### config.mk
export PLATFORM = sky130hd
export DESIGN_NAME = game_seq_ctrl
export DESIGN_NICKNAME = d
export VERILOG_FILES = /design/src/rtl/game_seq_ctrl.sv
export SDC_FILE = /design/constraint.sdc
export NUM_CORES = 1
export LEC_CHECK = 0
export ABC_AREA = 1
export ABC_CLOCK_PERIOD_IN_PS = 3410
export CAP_MARGIN = 20
export CORE_UTILIZATION = 46
export CTS_CLUSTER_DIAMETER = 120
export DETAILED_ROUTE_END_ITERATION = 10
export PLACE_DENSITY = 0.88
export SYNTH_ARGS = -nofsm -noshare
export SYNTH_HDL_FRONTEND = slang
export SYNTH_SLANG_ARGS = --single-unit
### constraint.sdc
create_clock -name clk -period 3.41 [get_ports clk]
set_input_delay 0.5115 -clock clk [delete_from_list [all_inputs] [get_ports clk]]
set_output_delay 0.5115 -clock clk [all_outputs]
set_load 0.1 [all_outputs]
### src/rtl/game_seq_ctrl.sv
// Parametrised game-flow sequencer: phases, signed stability
// penalties with saturation, optional phase retry and debug jumps.
module game_seq_ctrl #(
  parameter int NUM_PHASES    = 4,
  parameter int STATE_W       = 4,
  parameter int STAB_INIT     = 5,
  parameter int STAB_MAX      = 9,
  parameter int FAIL_PENALTY  = 1,
  parameter int EVENT_PENALTY = 2,
  parameter int RETRY_MODE    = 0,
  parameter int MAX_RETRY     = 2
) (
  input  logic                  clk,
  input  logic                  rst_n,
  input  logic                  start_pulse,
  input  logic [NUM_PHASES-1:0] phase_clear,
  input  logic                  puzzle_fail,
  input  logic                  event_fail,
  input  logic                  recover,
  input  logic                  time_out,
  input  logic                  debug_force,
  input  logic [STATE_W-1:0]    debug_state,
  output logic [STATE_W-1:0]    current_state,
  output logic [NUM_PHASES-1:0] phase_onehot,
  output logic [3:0]            stability,
  output logic [3:0]            retries_left,
  output logic                  game_enable,
  output logic                  timer_reset,
  output logic                  phase_restart,
  output logic                  game_clear,
  output logic                  game_over
);

  localparam logic [STATE_W-1:0] S_IDLE  = '0;
  localparam logic [STATE_W-1:0] S_FIRST = STATE_W'(1);
  localparam logic [STATE_W-1:0] S_LAST  = STATE_W'(NUM_PHASES);
  localparam logic [STATE_W-1:0] S_CLEAR = STATE_W'(NUM_PHASES + 1);
  localparam logic [STATE_W-1:0] S_OVER  = STATE_W'(NUM_PHASES + 2);

  localparam logic [3:0] INIT4  = 4'(STAB_INIT);
  localparam logic [3:0] RETRY4 = 4'(MAX_RETRY);
  localparam logic [5:0] MAX6   = 6'(STAB_MAX);
  localparam logic [5:0] FP6    = 6'(FAIL_PENALTY);
  localparam logic [5:0] EP6    = 6'(EVENT_PENALTY);

  logic [STATE_W-1:0]    state_q, state_d;
  logic [3:0]            stab_q, stab_d;
  logic [3:0]            retry_q, retry_d;
  logic                  tr_q, tr_d;
  logic                  pr_q, pr_d;
  logic [NUM_PHASES-1:0] onehot;
  logic                  in_phase;
  logic                  dbg_ok;
  logic                  clr_hit;
  logic [5:0]            sum;
  logic [3:0]            stab_new;

  always_comb begin
    onehot = '0;
    for (int k = 0; k < NUM_PHASES; k++) begin
      onehot[k] = (state_q == STATE_W'(k + 1));
    end
  end

  assign in_phase = |onehot;
  assign clr_hit  = |(phase_clear & onehot);
  assign dbg_ok   = debug_force && (debug_state != S_IDLE)
                    && (debug_state <= S_LAST);

  // Two's-complement in 6 bits; bit 5 flags a negative result.
  always_comb begin
    sum = {2'b00, stab_q} + {5'b0, recover};
    if (puzzle_fail) sum = sum - FP6;
    if (event_fail)  sum = sum - EP6;
    if (sum[5])          stab_new = 4'd0;
    else if (sum > MAX6) stab_new = MAX6[3:0];
    else                 stab_new = sum[3:0];
  end

  always_comb begin
    state_d = state_q;
    stab_d  = stab_q;
    retry_d = retry_q;
    tr_d    = 1'b0;
    pr_d    = 1'b0;
    if (dbg_ok) begin
      state_d = debug_state;
      if (!in_phase) begin
        stab_d  = INIT4;
        retry_d = RETRY4;
        tr_d    = 1'b1;
      end
    end else if (!in_phase) begin
      if (start_pulse) begin
        state_d = S_FIRST;
        stab_d  = INIT4;
        retry_d = RETRY4;
        tr_d    = 1'b1;
      end
    end else if (time_out) begin
      state_d = S_OVER;
    end else if (stab_new == 4'd0) begin
      if ((RETRY_MODE != 0) && (retry_q != 4'd0)) begin
        stab_d  = INIT4;
        retry_d = retry_q - 4'd1;
        pr_d    = 1'b1;
      end else begin
        stab_d  = 4'd0;
        state_d = S_OVER;
      end
    end else begin
      stab_d = stab_new;
      if (clr_hit) state_d = state_q + S_FIRST;
    end
  end

  always_ff @(posedge clk) begin
    if (!rst_n) begin
      state_q <= S_IDLE;
      stab_q  <= INIT4;
      retry_q <= RETRY4;
      tr_q    <= 1'b0;
      pr_q    <= 1'b0;
    end else begin
      state_q <= state_d;
      stab_q  <= stab_d;
      retry_q <= retry_d;
      tr_q    <= tr_d;
      pr_q    <= pr_d;
    end
  end

  assign current_state = state_q;
  assign phase_onehot  = onehot;
  assign stability     = stab_q;
  assign retries_left  = retry_q;
  assign game_enable   = in_phase;
  assign timer_reset   = tr_q;
  assign phase_restart = pr_q;
  assign game_clear    = (state_q == S_CLEAR);
  assign game_over     = (state_q == S_OVER);

endmodule

==> results.toml <==
[clocking]
clock_sinks = 9
cts_tree = "built"
post-cts-setup-buffers = 0
clock-root-buffer = "clkbuf_4"
clkTransAtPathRegs_ns = 0.06
post_cts_resized = 0
cts_hold_buf = 0
cts_buffers = 3
clock_path_buffers = 2
cts_htree_levels = 1
clkLatencyLatePin_ns = 0.25

[floorplanning]
rows = 17
start_util_pct = 50.47
die_width_um = 51.97
pin_count = 37
die_area_um2 = 2701
die-height_um = 51.97
core_um2 = 2276

[sta]
drv_slew = 0
rsz0062_at_grt = "false"
tns_ns = 0
max_clock_freq_mhz = 318.4
min_period_ns = 3.141
fin_crit_sh_pct = 92.10
slew_headroom_pct = 34.97
setup_violations = 0
setup_ws_ns = 0.2695
hold_viol_final = 0
worst_pin_slew_ns = 0.9724
fin_worst_skew_ns = 0.005229

[global_routing]
grt_max_degree = 11
grt_pass1_wl_um = 4167
grt_overflow = 0
track_usage_pct = 20.07
grt_antenna_before_repair = 0
grt_pass1_vias = 1018

[critical_path]
crit_required_ns = 3.55
critPathMaxFanout = 5
crit_arrival_ns = 3.28
path_class = "in -> reg"
r2r_slack_ns = 0.60
start_kind = "primary input"
end_kind = "flip-flop"

[logic_synthesis]
synth_warnings = 0
syn_area_um2 = 1149
ys_ff_latch = 9
syn_inst = 200
avgSynthCellArea_um2 = 5.743
yosysUniqueCellTypes = 31
seq_area_frac_synth_pct = 15.69

[placement]
dp_cells = 256
routabilityCongestion = 0.8523
place_area_um2 = 1466
portBuffers = 31
pre_cts_ws_ns = 0.009287
dp_hpwl_um = 2126

[pwr]
power_density_nw_per_um2 = 987.9
vdd_drop_max_mv = 0.8014
p_leak_nw = 0.7732
clkPwrFrac_pct = 5.2
p_switching_mw = 0.9824
sw_frac_of_total_pct = 66.18
combPwrFrac_pct = 81.5
seqPwrFrac_pct = 13.3
internal_power_mw = 0.5022

[layout]
area_growth_pct = 30.83
design_area_um2 = 1503
fin_cells = 260
n_antenna_cell = 0
final_layout_size_suffix_gt1_share_pct = 18.53
final_nets = 257

[routing]
drt-total-wl_um = 2543
drc_errors = 0
via_per_inst = 4.777
drt_iter0_markers = 39
ant_nets = 0
vias = 1242
routedWlPerCell_um = 9.781
dr.pass1.iters = 4

[worst_hold_path]
hold_class = "reg -> reg"

[run_status]
outcome = "complete, no violations"

[job]
cap_violations = 0
metrics by stage:
step	hold slack, ns	util [%]	total power [mW]
after global placement	0.5196	64.43	1.393
final	0.5341	66.03	1.485
after global routing	0.5546	66.03	1.590
after CTS	0.5321	65.59	1.480
after floorplan	0.6811	-	1.177
after detailed placement	0.5153	64.43	1.397
path summary, 6_finish.rpt:
kind              cells past startpoint          from          endpoint
hold reg to reg                       2  stability[3]      stability[3]
hold / removal                        2  stability[3]      stability[3]
setup reg to reg                     23  stability[0]  current_state[2]
setup / recovery                     24       recover  current_state[2]
worst max-delay path, cell delays in order:
cell and delay, ns:
clkdlybuf4s50_1 0.49, ha_2 0.21, inv_1 0.06, nand2_2 0.07, nand2_1 0.07, ha_1 0.20, nand2_1 0.10, inv_1 0.06
nand3_2 0.07, nand2_1 0.11, inv_2 0.08, ha_1 0.14, nand2_1 0.06, nand3b_2 0.25, nand2_1 0.12, nand2_1 0.07
nand3_1 0.10, nand2_2 0.06, nand2_2 0.12, nand2_4 0.09, nand2_4 0.08, nand2_1 0.05, nand2_1 0.06, nor2_1 0.05
state kept, by name (all words and copies together) (netlist names):
signal         cells
current_state      4
stability          4
timer_reset        1
placed cells by master (no fill, tap or decap), types with 2 or more instances in the layout:
cell type        Yosys  final
nor2_1              33     30
nor2_4               0      3
a21oi_1              7      7
nand2_4              2      2
nand3_2              4      5
inv_2                5      5
dfxtp_1              9      7
nand2_1             56     56
nor3b_1              2      2
buf_4                5     10
nand3_1             16     15
clkbuf_4             0      3
nand4_1              3      3
nand2_2              7      7
inv_1               24     24
ha_1                 8      7
conb_1               2      5
clkdlybuf4s50_1      0     22
dfxtp_2              0      2
layer usage:
metal	up-vias	wire length [um]	GRT usage (%)
li1	678	-	-
met1	531	1328	28.25
met2	31	1110	32.26
met3	2	93	0.8772
met4	0	10	6.757
met5	-	0	0
cell type report:
| type | instances | area, um^2 |
|---|---|---|
| multi-input cells | 157 | 850.8 |
| repair buffers | 32 | 295.3 |
| fillers | 216 | 773.2 |
| clock buffers | 4 | 26.28 |
| well taps | 28 | 35.03 |
| flip-flops and latches | 9 | 182.7 |
| inverters | 30 | 112.6 |
cell families after synthesis:
| kind of cell | after synthesis | share of synthesized area [%] |
|---|---|---|
| fa+ha+maj | 8 | 8.715 |
| compound gates | 14 | 7.843 |
| buf+inv | 37 | 14.49 |
| other cells | 2 | 0.6538 |
| xor+xnor | 1 | 0.7627 |
| flops | 9 | 15.69 |
| simple gates | 129 | 51.85 |
power groups by stage:
stage                     combinational, mW  sequential [mW]  clock [mW]
final                                  1.21            0.197      0.0771
after global routing                   1.30            0.202      0.0837
after CTS                              1.20            0.196      0.0805
after detailed placement               1.20            0.198           0
after global placement                 1.19            0.201           0
after floorplan                       0.753            0.424           0
cells in the mapped netlist:
master    instances  area (um^2)
a21oi_1           7        35.03
buf_2             1        5.000
buf_4             5        37.54
buf_6             1        11.26
clkinv_1          1        3.750
conb_1            2        7.510
dfxtp_1           9        180.2
ha_1              8        100.1
inv_1            24        90.09
inv_2             5        18.77
nand2_1          56        210.2
nand2_2           7        43.79
nand2_4           2        22.52
nand3_1          16        80.08
nand3_2           4        40.04
nand3b_2          1        11.26
nand4_1           3        18.77
nor2_1           33        123.9
nor2_2            1        6.260
nor3_1            1        5.000
nor3b_1           2        15.01
nor4_1            1        6.260
o211ai_1          1        7.510
o21a_1            1        7.510
o21ai_0           1        5.000
o21ai_1           1        5.000
o21bai_1          1        7.510
o21bai_2          2        22.52
or2_1             1        6.260
or2_2             1        6.260
xor2_1            1        8.760
Note: power is estimated with default switching activity, not from simulation.
